==> config.mk <==
export PLATFORM = sky130hd
export DESIGN_NAME = dvp_frame_source
export DESIGN_NICKNAME = d
export VERILOG_FILES = /design/src/rtl/dvp_frame_source.sv
export SDC_FILE = /design/constraint.sdc
export NUM_CORES = 1
export LEC_CHECK = 0
export BUFFER_PORTS_ARGS = -buffer_cell sky130_fd_sc_hd__buf_2
export CORE_MARGIN = 1.5
export CORE_UTILIZATION = 62
export DETAILED_ROUTE_END_ITERATION = 8
export PLACE_DENSITY_LB_ADDON = 0.1
export SLEW_MARGIN = 20
export SYNTH_ARGS = -nofsm -noshare
export SYNTH_HDL_FRONTEND = slang
export SYNTH_SLANG_ARGS = --single-unit
==> constraint.sdc <==
create_clock -name clk_50 -period 5.25 [get_ports clk_50]
set_clock_uncertainty 0.1 [all_clocks]
set_input_delay 0.2625 -clock clk_50 [delete_from_list [all_inputs] [get_ports clk_50]]
set_output_delay 0.2625 -clock clk_50 [all_outputs]
set_load 0.02 [all_outputs]
==> src/rtl/dvp_frame_source.sv <==
// dvp_frame_source: replays a frame buffer as a DVP YCbCr 4:2:2 byte stream, pclk = clk_50/2.
// Optional DVP_PATTERN_EN adds pattern_mode, which replaces rd_data with an x+y+frame ramp.
module dvp_frame_source #(
    parameter int         H_ACTIVE = 320,
    parameter int         V_ACTIVE = 240,
    parameter int         H_BLANK  = 16,
    parameter int         V_FRONT  = 2,
    parameter int         V_BACK   = 2,
    parameter logic [7:0] CHROMA   = 8'h80
) (
    input  logic        clk_50,
    input  logic        reset,
    input  logic        enable,
`ifdef DVP_PATTERN_EN
    input  logic        pattern_mode,
`endif
    input  logic [7:0]  rd_data,
    output logic        pclk,
    output logic        vsync,
    output logic        href,
    output logic [7:0]  data,
    output logic        rd_en,
    output logic [18:0] rd_addr,
    output logic        busy,
    output logic        frame_done
);
    localparam int         LINE_BYTES = 2 * H_ACTIVE + H_BLANK;
    localparam logic [10:0] VFP_LAST  = 11'(V_FRONT * LINE_BYTES - 1);
    localparam logic [10:0] VBP_LAST  = 11'(V_BACK * LINE_BYTES - 1);
    localparam logic [10:0] ACT_LAST  = 11'(2 * H_ACTIVE - 1);
    localparam logic [10:0] HBL_LAST  = 11'(H_BLANK - 1);
    localparam logic [8:0]  LINES     = 9'(V_ACTIVE);

    typedef enum logic [2:0] {IDLE, VFP, LINE, HBL, VBP} state_t;

    state_t      state_q;
    logic [10:0] byte_q;
    logic [8:0]  line_q;
    logic        pclk_q, vsync_q, href_q, rd_en_q, busy_q, frame_done_q;
    logic [7:0]  data_q;
    logic [18:0] rd_addr_q;
    logic        pat;
    logic [7:0]  y_d;
    logic        fd_set;

    // frame_done must cover the last clk_50 cycle of VBP, so it is raised one edge early
    assign fd_set = state_q == VBP && !pclk_q && byte_q == VBP_LAST;

`ifdef DVP_PATTERN_EN
    logic       pat_q;
    logic [7:0] frame_q;
    logic       start;
    assign start = enable && (state_q == IDLE || (state_q == VBP && pclk_q && byte_q == VBP_LAST));
    always_ff @(posedge clk_50 or negedge reset) begin
        if (!reset) begin
            pat_q   <= 1'b0;
            frame_q <= '0;
        end else begin
            if (start) pat_q <= pattern_mode;
            if (fd_set) frame_q <= frame_q + 8'd1;
        end
    end
    assign pat = pat_q;
    assign y_d = pat_q ? 8'(byte_q[10:1]) + line_q[7:0] + frame_q : rd_data;
`else
    assign pat = 1'b0;
    assign y_d = rd_data;
`endif

    // All byte-level updates happen while pclk_q is 1, i.e. on the pclk falling edge
    always_ff @(posedge clk_50 or negedge reset) begin
        if (!reset) begin
            state_q      <= IDLE;
            byte_q       <= '0;
            line_q       <= '0;
            pclk_q       <= 1'b0;
            vsync_q      <= 1'b0;
            href_q       <= 1'b0;
            data_q       <= '0;
            rd_en_q      <= 1'b0;
            rd_addr_q    <= '0;
            busy_q       <= 1'b0;
            frame_done_q <= 1'b0;
        end else begin
            rd_en_q      <= 1'b0;
            frame_done_q <= 1'b0;
            if (state_q == IDLE) begin
                pclk_q <= 1'b0;
                if (enable) begin
                    state_q <= VFP;
                    busy_q  <= 1'b1;
                    byte_q  <= '0;
                end
            end else begin
                pclk_q <= ~pclk_q;
                if (fd_set) begin
                    frame_done_q <= 1'b1;
                    rd_addr_q    <= '0;
                end
                if (pclk_q) begin
                    byte_q <= byte_q + 11'd1;
                    case (state_q)
                        VFP: if (byte_q == VFP_LAST) begin
                            state_q <= LINE;
                            byte_q  <= '0;
                            line_q  <= '0;
                            vsync_q <= 1'b1;
                            href_q  <= 1'b1;
                            data_q  <= CHROMA;
                            rd_en_q <= !pat;
                        end
                        LINE: if (byte_q == ACT_LAST) begin
                            state_q <= HBL;
                            byte_q  <= '0;
                            href_q  <= 1'b0;
                            data_q  <= '0;
                            line_q  <= line_q + 9'd1;
                        end else if (!byte_q[0]) begin
                            data_q    <= y_d;
                            rd_addr_q <= rd_addr_q + 19'd1;
                        end else begin
                            data_q  <= CHROMA;
                            rd_en_q <= !pat;
                        end
                        HBL: if (byte_q == HBL_LAST) begin
                            byte_q <= '0;
                            if (line_q < LINES) begin
                                state_q <= LINE;
                                href_q  <= 1'b1;
                                data_q  <= CHROMA;
                                rd_en_q <= !pat;
                            end else begin
                                state_q <= VBP;
                                vsync_q <= 1'b0;
                            end
                        end
                        VBP: if (byte_q == VBP_LAST) begin
                            byte_q <= '0;
                            if (enable) begin
                                state_q <= VFP;
                            end else begin
                                state_q <= IDLE;
                                busy_q  <= 1'b0;
                            end
                        end
                        default: state_q <= IDLE;
                    endcase
                end
            end
        end
    end

    assign pclk       = pclk_q;
    assign vsync      = vsync_q;
    assign href       = href_q;
    assign data       = data_q;
    assign rd_en      = rd_en_q;
    assign rd_addr    = rd_addr_q;
    assign busy       = busy_q;
    assign frame_done = frame_done_q;
endmodule

==> results.md, run 1 <==
* Remaining antenna violation count at 0
* Sequential area share after synthesis at 0.433
* Total power at 1420 uW
* Ant diodes at 0
* Period utilisation layout at 0.527
* Routability cong. at 0.843
* Crit path max fanout at 21
* Post-Synthesis Cells at 342
* CTS Sinks at 56
* Pleak at 0.00162 uW
* Post-detail-place hpwl at 4830 um
* Relative slew slack at 0.443
* Fraction of layout cells with a size suffix above 1 at 0.179
* Die ar. at 5660 um2
* Setup violations, final at 0
* CTS max path bufs at 2
* Slew @ Worst Pin at 0.833 ns
* Vias in the first global route at 2273
* Post-synth cell types at 64
* DRC at 0
* Final Max Slew Viols at 0
* Final nets at 392
* Synthesized area at 3230 um2
* Core Footprint at 5070 um2
* Initial Util at 0.637
* Total Neg Setup Slack at 0 ns
* F_max at 0.361 GHz
* Root Buffer: clkbuf_8
* Final Critical Period at 2.77 ns
* Initial antenna violation count at 0
* CTS buffer count at 5
* CP Capture Type: register
* Worst EP required at 5.37 ns
* Status: completed
* Row cnt at 26
* Synth warnings at 0
* Post-CTS setup buffers at 0
* Port Buffers at 43
* Unrepaired setup endpoints after global routing: false
* Drt pass-1 iters at 4
* CP Launch Type: register
* Die extent in y at 75.2 um
* Routed vias at 2779
* Synth Area per Inst at 9.45 um2
* Routed WL per cell at 15.5 um
* CTS tree: done
* Top Ports at 44
* Die Wd at 75.2 um
* Initial DRC Count at 162
* Via density at 6.19
* MaxCap Viol Count at 0
* Most used flip-flop cell after synthesis: dfrtp_1
* Clk Latency, worst-skew pair at 0.32 ns
* Pin count of the biggest net entering global routing at 57
* Total gr overflow at 0
* PwrDens at 396 nW/um2
* Ys async rst share at 1.00
* Post-synth EDFFs at 0
* Critical path class: register to register
* Final hold vios at 0
* Post-Route WL at 6950 um
* Peak VDD IR at 336 uV
* CTS clk-pin slew, worst paths at 0.11 ns
* GRT Total Usage at 0.252
* Synthesized Nets at 356
* First-pass GRT wire length at 11000 um
* CTS H-tree lvls at 2
* Worst EP arrival at 2.89 ns
* #FFs+latches synth at 56
* Layout area overhead at 10.7%
* Hold crit path type: input port to register
layer usage:
metal	track usage	wire, um	up-vias
li1	-	-	1364
met5	0	0	-
met3	0.0482	378	8
met4	0.0774	102	0
met2	0.365	3010	90
met1	0.384	3460	1317
state kept, by name, indices dropped and copies added, names as in the netlist:
name,cells
state_q,3
byte_q,11
href,1
busy,1
data,8
rd_addr,19
pclk,1
line_q,9
vsync,1
rd_en,1
frame_done,1
synthesized netlist by cell type, types with 7 or more instances:
cell type	count	area share
dfrtp_1	56	0.43
nand2_1	44	0.051
nand3_1	23	0.036
o21ai_0	20	0.031
nand4_1	11	0.021
nor3_1	11	0.017
o211ai_1	11	0.026
a31oi_1	10	0.019
and3_1	10	0.019
mux2i_1	10	0.031
nor2_1	10	0.012
a21oi_1	8	0.012
inv_1	8	0.0093
o21ai_1	8	0.012
nor2b_1	7	0.014
power by group:
part           internal, uW  total (uW)  switching [uW]
registers               502         625             123
clock network           156         303             147
logic                   176         490             315
worst paths after layout:
kind	slack, ns	to	startpoint	depth (start not counted)
worst max-delay path	2.48	rd_addr[9]	pclk	5
worst min-delay path	0.06	data[5]	rd_data[5]	3
worst max register to register	2.48	rd_addr[9]	pclk	5
worst min register to register	0.39	data[3]	data[3]	2
max in group asynchronous	4.09	byte_q[1]	reset	3
min in group asynchronous	0.50	line_q[5]	reset	3
through the flow:
step	hold slack, ns	util	worst slack [ns]	instances	cell area, um2
after global routing	0.0660	0.705	2.34	449	3580
after global placement	0.339	0.679	2.61	440	3450
after detailed placement	0.341	0.679	2.54	440	3450
final	0.0637	0.705	2.48	449	3580
after floorplan	-0.133	-	3.13	342	3230
after CTS	0.0678	0.705	2.52	449	3580
final cells by class:
cell class / instances / area [um2]
Clock inverter: 2 / 38.8
Tap cell: 70 / 87.6
Clock buffer: 6 / 82.6
Multi-Input combinational cell: 262 / 1710
Timing Repair Buffer: 45 / 233
Sequential cell: 56 / 1400
Fill cell: 394 / 1500
Inverter: 8 / 30.0
repair_timing:
action,in CTS,in global routing
endpoints found under the hold margin,1,0
hold buffers,1,0
gates resized for setup,0,0
worst max-delay path: stages, from the launching register on:
cell and delay [ns]:
dfrtp_1 0.81, o31ai_4 0.23, nor2_1 0.57, and2_1 0.44, mux2_4 0.33, a21o_1 0.17
layout by cell type (no fill, tap or decap), types with 2 or more instances in the layout:
cell	synthesis	routed
and2_1	4	4
a21oi_1	8	8
nand3_1	23	23
nand4_1	11	11
or4b_1	5	5
xnor2_1	2	2
nand2_2	2	2
nor2_1	10	10
o31ai_1	5	5
nand2_1	44	44
a31oi_1	10	10
o21ai_1	8	8
o21ai_0	20	20
a21o_1	4	4
xor2_1	3	3
nor2b_1	7	7
buf_2	5	43
clkbuf_8	0	6
nand2b_1	6	6
o211ai_1	11	11
and4_1	5	5
inv_1	8	8
nor3_1	11	11
mux2i_1	10	10
nand3b_1	2	2
nor4_1	2	2
nand3_2	4	4
ha_1	3	3
o22ai_1	2	2
dfrtp_1	56	56
and3_1	10	10
cells by family after synthesis:
| logic type | count (synthesis) | share of synthesized area |
|---|---|---|
| AND/OR/NAND/NOR | 158 | 0.283 |
| adder cells (fa/ha/maj) | 3 | 0.0116 |
| buffers and inverters | 24 | 0.0391 |
| XOR/XNOR | 5 | 0.0135 |
| flip-flops | 56 | 0.433 |
| AO/OA/AOI/OAI | 84 | 0.181 |
| multiplexers | 12 | 0.0391 |
No activity file was read; power rests on OpenSTA's default activity.
==> run 2: changes to the inputs <==
Settings changed: CORE_UTILIZATION 62 to 58.
Clock period 5.25 ns to 2.8 ns, I/O delays scaled along.
==> results.md, run 2 (synthesis results as in run 1) <==
* CTS max path bufs at 2 (unchanged)
* Slowest-stage cell, CP: a31oi_4 (was dfrtp_1)
* Max incr delay on CP at 0.50 ns (was 0.81 ns)
* Fill count at 442 (was 394)
* Ant diodes at 0 (unchanged)
* Routability cong. at 0.860 (was 0.843)
* Worst EP arrival at 2.50 ns (was 2.89 ns)
* Relative slew slack at 0.496 (was 0.443)
* Port Buffers at 43 (unchanged)
* Worst EP required at 2.91 ns (was 5.37 ns)
* R2R Path End: rd_addr[9] (unchanged)
* Initial antenna violation count at 0 (unchanged)
* Worst-path cell chain: ha_1 -> and4_1 -> a31oi_4 -> and2_1 -> mux2_4 -> a21o_1 (was o31ai_4 -> nor2_1 -> and2_1 -> mux2_4 -> a21o_1)
* Critical path class: register to register (unchanged)
* First-pass GRT wire length at 12400 um (was 11000 um)
* Core Footprint at 5440 um2 (was 5070 um2)
* Post-Route WL at 7270 um (was 6950 um)
* Layout area overhead at 13.9% (was 10.7%)
* Register area at 1400 um2 (unchanged)
* Fraction of layout cells with a size suffix above 1 at 0.190 (was 0.179)
* Routed vias at 2824 (was 2779)
* Pin count of the biggest net entering global routing at 34 (was 57)
* Die ar. at 6030 um2 (was 5660 um2)
* Slew @ Worst Pin at 0.756 ns (was 0.833 ns)
* Commonest non-fill, non-tap cells in the layout: 56 x dfrtp_1, 44 x nand2_1, 43 x buf_2 (unchanged)
* Row cnt at 27 (was 26)
* Top Ports at 44 (unchanged)
* CTS Sinks at 56 (unchanged)
* Post-cts sizing count at 0 (unchanged)
* Via density at 6.06 (was 6.19)
* WP buf/inv at 0 (unchanged)
* Drt pass-1 iters at 5 (was 4)
* Initial Util at 0.594 (was 0.637)
* Setup violations, final at 0 (unchanged)
* Pleak at 0.00167 uW (was 0.00162 uW)
* Peak VDD IR at 378 uV (was 336 uV)
* Total Neg Setup Slack at 0 ns (unchanged)
* Vias in the first global route at 2603 (was 2273)
* Final nets at 407 (was 392)
* Commonest non-fill, non-tap cell in the layout: dfrtp_1 (unchanged)
* Post-detail-place hpwl at 5110 um (was 4830 um)
* CTS H-tree lvls at 2 (unchanged)
* CTS buffer count at 5 (unchanged)
* MaxCap Viol Count at 0 (unchanged)
* PwrDens at 720 nW/um2 (was 396 nW/um2)
* Hold path depth at 3 (unchanged)
* Status: completed (unchanged)
* Placed cells at 450 (was 440)
* Clk Latency, worst-skew pair at 0.31 ns (was 0.32 ns)
* Hold Path Origin: enable (was rd_data[5])
* CTS tree: done (unchanged)
* Initial DRC Count at 156 (was 162)
* Die extent in y at 77.7 um (was 75.2 um)
* Routed WL per cell at 15.6 um (was 15.5 um)
* Max reg flops at 19 (unchanged)
* Total gr overflow at 0 (unchanged)
* Hold EP: busy (was data[5])
* Multi-input gate area at 1710 um2 (unchanged)
* Period utilisation layout at 0.852 (was 0.527)
* Crit path max fanout at 16 (was 21)
* Final Critical Period at 2.38 ns (was 2.77 ns)
* CP Launch Type: register (unchanged)
* Unrepaired setup endpoints after global routing: false (unchanged)
* Die Wd at 77.7 um (was 75.2 um)
* Worst-case reg-to-reg path depth at 6 (was 5)
* Hold crit path type: input port to register (unchanged)
* Reg-to-reg startpoint: byte_q[1] (was pclk)
* Reg2Reg Setup Slack at 0.42 ns (was 2.48 ns)
* DRC at 0 (unchanged)
* F_max at 0.419 GHz (was 0.361 GHz)
* Final hold vios at 0 (unchanged)
* Cell family with most CP delay: compound AO/OA/AOI/OAI gates (was simple AND/OR/NAND/NOR gates)
* CP Capture Type: register (unchanged)
* Remaining antenna violation count at 0 (unchanged)
* CTS clk-pin slew, worst paths at 0.10 ns (was 0.11 ns)
* GRT Total Usage at 0.255 (was 0.252)
* Final cell count without fillers at 466 (was 449)
* Final Max Slew Viols at 0 (unchanged)
* Root Buffer: clkbuf_8 (unchanged)
==> run 2: cell type report <==
| type | instances | share of cell area |
|---|---|---|
| clock buffer | 7 | 0.0234 |
| clock inverter | 1 | 0.00204 |
| inverter | 8 | 0.00815 |
| multi-input combinational | 262 | 0.463 |
| sequential | 56 | 0.380 |
| tap | 72 | 0.0245 |
| timing repair buffer | 60 | 0.0985 |
==> run 2: worst min-delay path: cells and delay by family <==
kind            cells  cell delay (ns)
buf+inv             1             0.13
compound gates      2             0.17
==> run 2: how the worst max path moves through the flow <==
stage / start / cells after the start / endpoint / slack, ns
floorplan: state_q[0] / 7 / rd_addr[9] / 0.68
global placement: byte_q[1] / 6 / rd_addr[9] / 0.50
detailed placement: byte_q[1] / 6 / rd_addr[9] / 0.45
CTS: byte_q[1] / 6 / rd_addr[9] / 0.44
global route: byte_q[1] / 6 / data[7] / 0.18
finish: byte_q[1] / 6 / rd_addr[9] / 0.42
==> run 2: stage by stage <==
step,hold slack (ns),worst slack (ns),cell area [um2],utilization,power (uW)
5_1_grt,0.0749,0.181,3680,0.677,2810
4_1_cts,0.0463,0.438,3680,0.677,2660
3_5_place_dp,0.158,0.453,3510,0.645,2190
2_1_floorplan,-0.256,0.680,3230,-,1880
3_3_place_gp,0.148,0.502,3510,0.645,2150
6_report,0.0507,0.415,3680,0.677,2650
==> run 2: where the power goes <==
group          internal [uW]  switching, uW  total [uW]
clock                    202            262         463
combinational            385            734        1120
sequential               944            125        1070
total                   1530           1120        2650
==> run 2: what timing repair did <==
item,4_1_cts,5_1_grt
setup buffers,0,0
hold buffers,8,0
endpoints found under the hold margin,39,0
==> run 2: layer usage <==
| metal | vias to the layer above | wire, um | track usage |
|---|---|---|---|
| met2 | 77 | 3220 | 0.394 |
| met3 | 9 | 368 | 0.0412 |
| li1 | 1384 | - | - |
| met1 | 1354 | 3590 | 0.374 |
| met5 | - | 0 | 0 |
| met4 | 0 | 94 | 0.0636 |
==> run 3: changes to the inputs <==
==> constraint.sdc (replaced) <==
create_clock -name clk_50 -period 2.8 [get_ports clk_50]
set_clock_uncertainty 0.1 [all_clocks]
set_input_delay 0.42 -clock clk_50 [delete_from_list [all_inputs] [get_ports clk_50]]
set_output_delay 0.42 -clock clk_50 [all_outputs]
set_load 0.02 [all_outputs]
==> results.md, run 3 (synthesis results as in run 1) <==
* Period utilisation layout at 0.857 (was 0.852)
* Layout area overhead at 11.5% (was 13.9%)
* Unrepaired setup endpoints after global routing: false (unchanged)
* Fill count at 446 (was 442)
* Relative slew slack at 0.520 (was 0.496)
* Final Critical Period at 2.40 ns (was 2.38 ns)
* Remaining antenna violation count at 0 (unchanged)
* Worst-path cell chain: ha_1 -> and3_1 -> a41oi_1 -> a211o_1 -> a21oi_1 -> a21o_1 (was ha_1 -> and4_1 -> a31oi_4 -> and2_1 -> mux2_4 -> a21o_1)
* Total gr overflow at 0 (unchanged)
* Slew @ Worst Pin at 0.718 ns (was 0.756 ns)
* WP buf/inv at 0 (unchanged)
* Final Max Slew Viols at 0 (unchanged)
* Critical path class: register to register (unchanged)
* Top Ports at 44 (unchanged)
* CP Launch Type: register (unchanged)
* Post-Route WL at 7160 um (was 7270 um)
* Initial Util at 0.594 (unchanged)
* Max incr delay on CP at 0.53 ns (was 0.50 ns)
* Status: completed (unchanged)
* Post-CTS setup buffers at 0 (unchanged)
* Ant diodes at 0 (unchanged)
* PwrDens at 734 nW/um2 (was 720 nW/um2)
* GRT Total Usage at 0.259 (was 0.255)
* Initial antenna violation count at 0 (unchanged)
* Total Neg Setup Slack at 0 ns (unchanged)
* Final nets at 399 (was 407)
* Commonest non-fill, non-tap cell in the layout: dfrtp_1 (unchanged)
* CTS Sinks at 56 (unchanged)
* Routability cong. at 0.866 (was 0.860)
* CTS max path bufs at 2 (unchanged)
* R2R Path End: data[7] (was rd_addr[9])
* Post-cts sizing count at 0 (unchanged)
* Initial DRC Count at 192 (was 156)
* F_max at 0.417 GHz (was 0.419 GHz)
* Die extent in y at 77.7 um (unchanged)
* Drt pass-1 iters at 5 (unchanged)
* Routed vias at 2770 (was 2824)
* Via density at 6.05 (was 6.06)
* Setup violations, final at 0 (unchanged)
* Worst-case reg-to-reg path depth at 6 (unchanged)
* Root Buffer: clkbuf_8 (unchanged)
* Commonest non-fill, non-tap cells in the layout: 56 x dfrtp_1, 44 x nand2_1, 43 x buf_2 (unchanged)
* MaxCap Viol Count at 0 (unchanged)
* Peak VDD IR at 378 uV (about the same)
* Final hold vios at 0 (unchanged)
* CTS clk-pin slew, worst paths at 0.10 ns (about the same)
* Pin count of the biggest net entering global routing at 57 (was 34)
* Reg-to-reg startpoint: byte_q[1] (unchanged)
* DRC at 0 (unchanged)
* Cell area after layout at 3610 um2 (was 3680 um2)
* Worst EP arrival at 2.50 ns (about the same)
* Routed WL per cell at 15.6 um (about the same)
* Crit path max fanout at 18 (was 16)
* Row cnt at 27 (unchanged)
* Core Footprint at 5440 um2 (unchanged)
* Hold buffer count at cts at 0 (was 8)
* CTS tree: done (unchanged)
* Fraction of layout cells with a size suffix above 1 at 0.197 (was 0.190)
* Pleak at 0.00164 uW (was 0.00167 uW)
* CP Capture Type: register (unchanged)
* Hold crit path type: input port to asynchronous set/reset pin (was input port to register)
* Die ar. at 6030 um2 (unchanged)
* Placed Instance Area at 3510 um2 (unchanged)
* Reg2Reg Setup Slack at 0.40 ns (was 0.42 ns)
* Cell family with most CP delay: compound AO/OA/AOI/OAI gates (unchanged)
* CTS buffer count at 5 (unchanged)
* Slowest-stage cell, CP: a211o_1 (was a31oi_4)
* Worst EP required at 2.91 ns (about the same)
* Max reg flops at 19 (unchanged)
* Post-detail-place hpwl at 5060 um (was 5110 um)
* Die Wd at 77.7 um (unchanged)
* Clk Latency, worst-skew pair at 0.31 ns (about the same)
* CTS H-tree lvls at 2 (unchanged)
* First-pass GRT wire length at 12600 um (was 12400 um)
* Vias in the first global route at 2649 (was 2603)
* Port Buffers at 43 (unchanged)
## run 3: changes by cell type in the layout (fill, tap and decap cells not counted), sizes merged
cell | previous run | this run
clkinvlp | 1 | 0
inv | 8 | 9
clkinv | 0 | 1
clkbuf | 7 | 6
dlygate4sd3 | 8 | 0
## run 3: worst register-to-register path, stage by stage (launching register included)
cell,delay [ns]
dfrtp_1,0.42
ha_1,0.25
and3_1,0.26
a41oi_1,0.46
a211o_1,0.53
a21oi_1,0.09
a21o_1,0.18
## run 3: layout make-up
type,instances,area (um2),share of cell area
inverters,8,30.0,0.00833
well taps,72,90.1,0.0250
flip-flops and latches,56,1400,0.389
clock inverters,2,13.8,0.00382
repair buffers,52,283,0.0784
clock buffers,6,82.6,0.0229
multi-input cells,262,1710,0.473
## run 3: how the worst max path moves through the flow
stage,endpoint,start,depth (start not counted),slack (ns)
after CTS,data[7],byte_q[1],6,0.44
after floorplan,rd_addr[9],state_q[0],7,0.68
after detailed placement,rd_addr[9],byte_q[1],6,0.45
final,data[7],byte_q[1],6,0.40
after global placement,rd_addr[9],byte_q[1],6,0.50
after global routing,data[7],byte_q[1],6,0.24
## run 3: stage by stage
| stage | total power (uW) | hold WS, ns | worst slack, ns | instances | utilization |
|---|---|---|---|---|---|
| 6_report | 2650 | 0.128 | 0.401 | 458 | 0.663 |
| 5_1_grt | 2820 | 0.207 | 0.243 | 458 | 0.663 |
| 4_1_cts | 2660 | 0.151 | 0.442 | 458 | 0.663 |
| 3_5_place_dp | 2190 | 0.373 | 0.455 | 450 | 0.645 |
| 3_3_place_gp | 2150 | 0.363 | 0.502 | 450 | 0.645 |
| 2_1_floorplan | 1880 | 0.0244 | 0.680 | 342 | - |
## run 3: routing by layer
layer / vias up / global-route usage / routed length [um]
met5: - / 0 / 0
li1: 1362 / - / -
met1: 1333 / 0.373 / 3590
met2: 66 / 0.399 / 3200
met3: 9 / 0.0412 / 301
met4: 0 / 0.0818 / 65
## run 3: where the power goes
part	total, uW	switching (uW)	internal [uW]
Combinational	1110	728	377
Clock	467	264	203
Sequential	1070	129	944
Total	2650	1120	1520
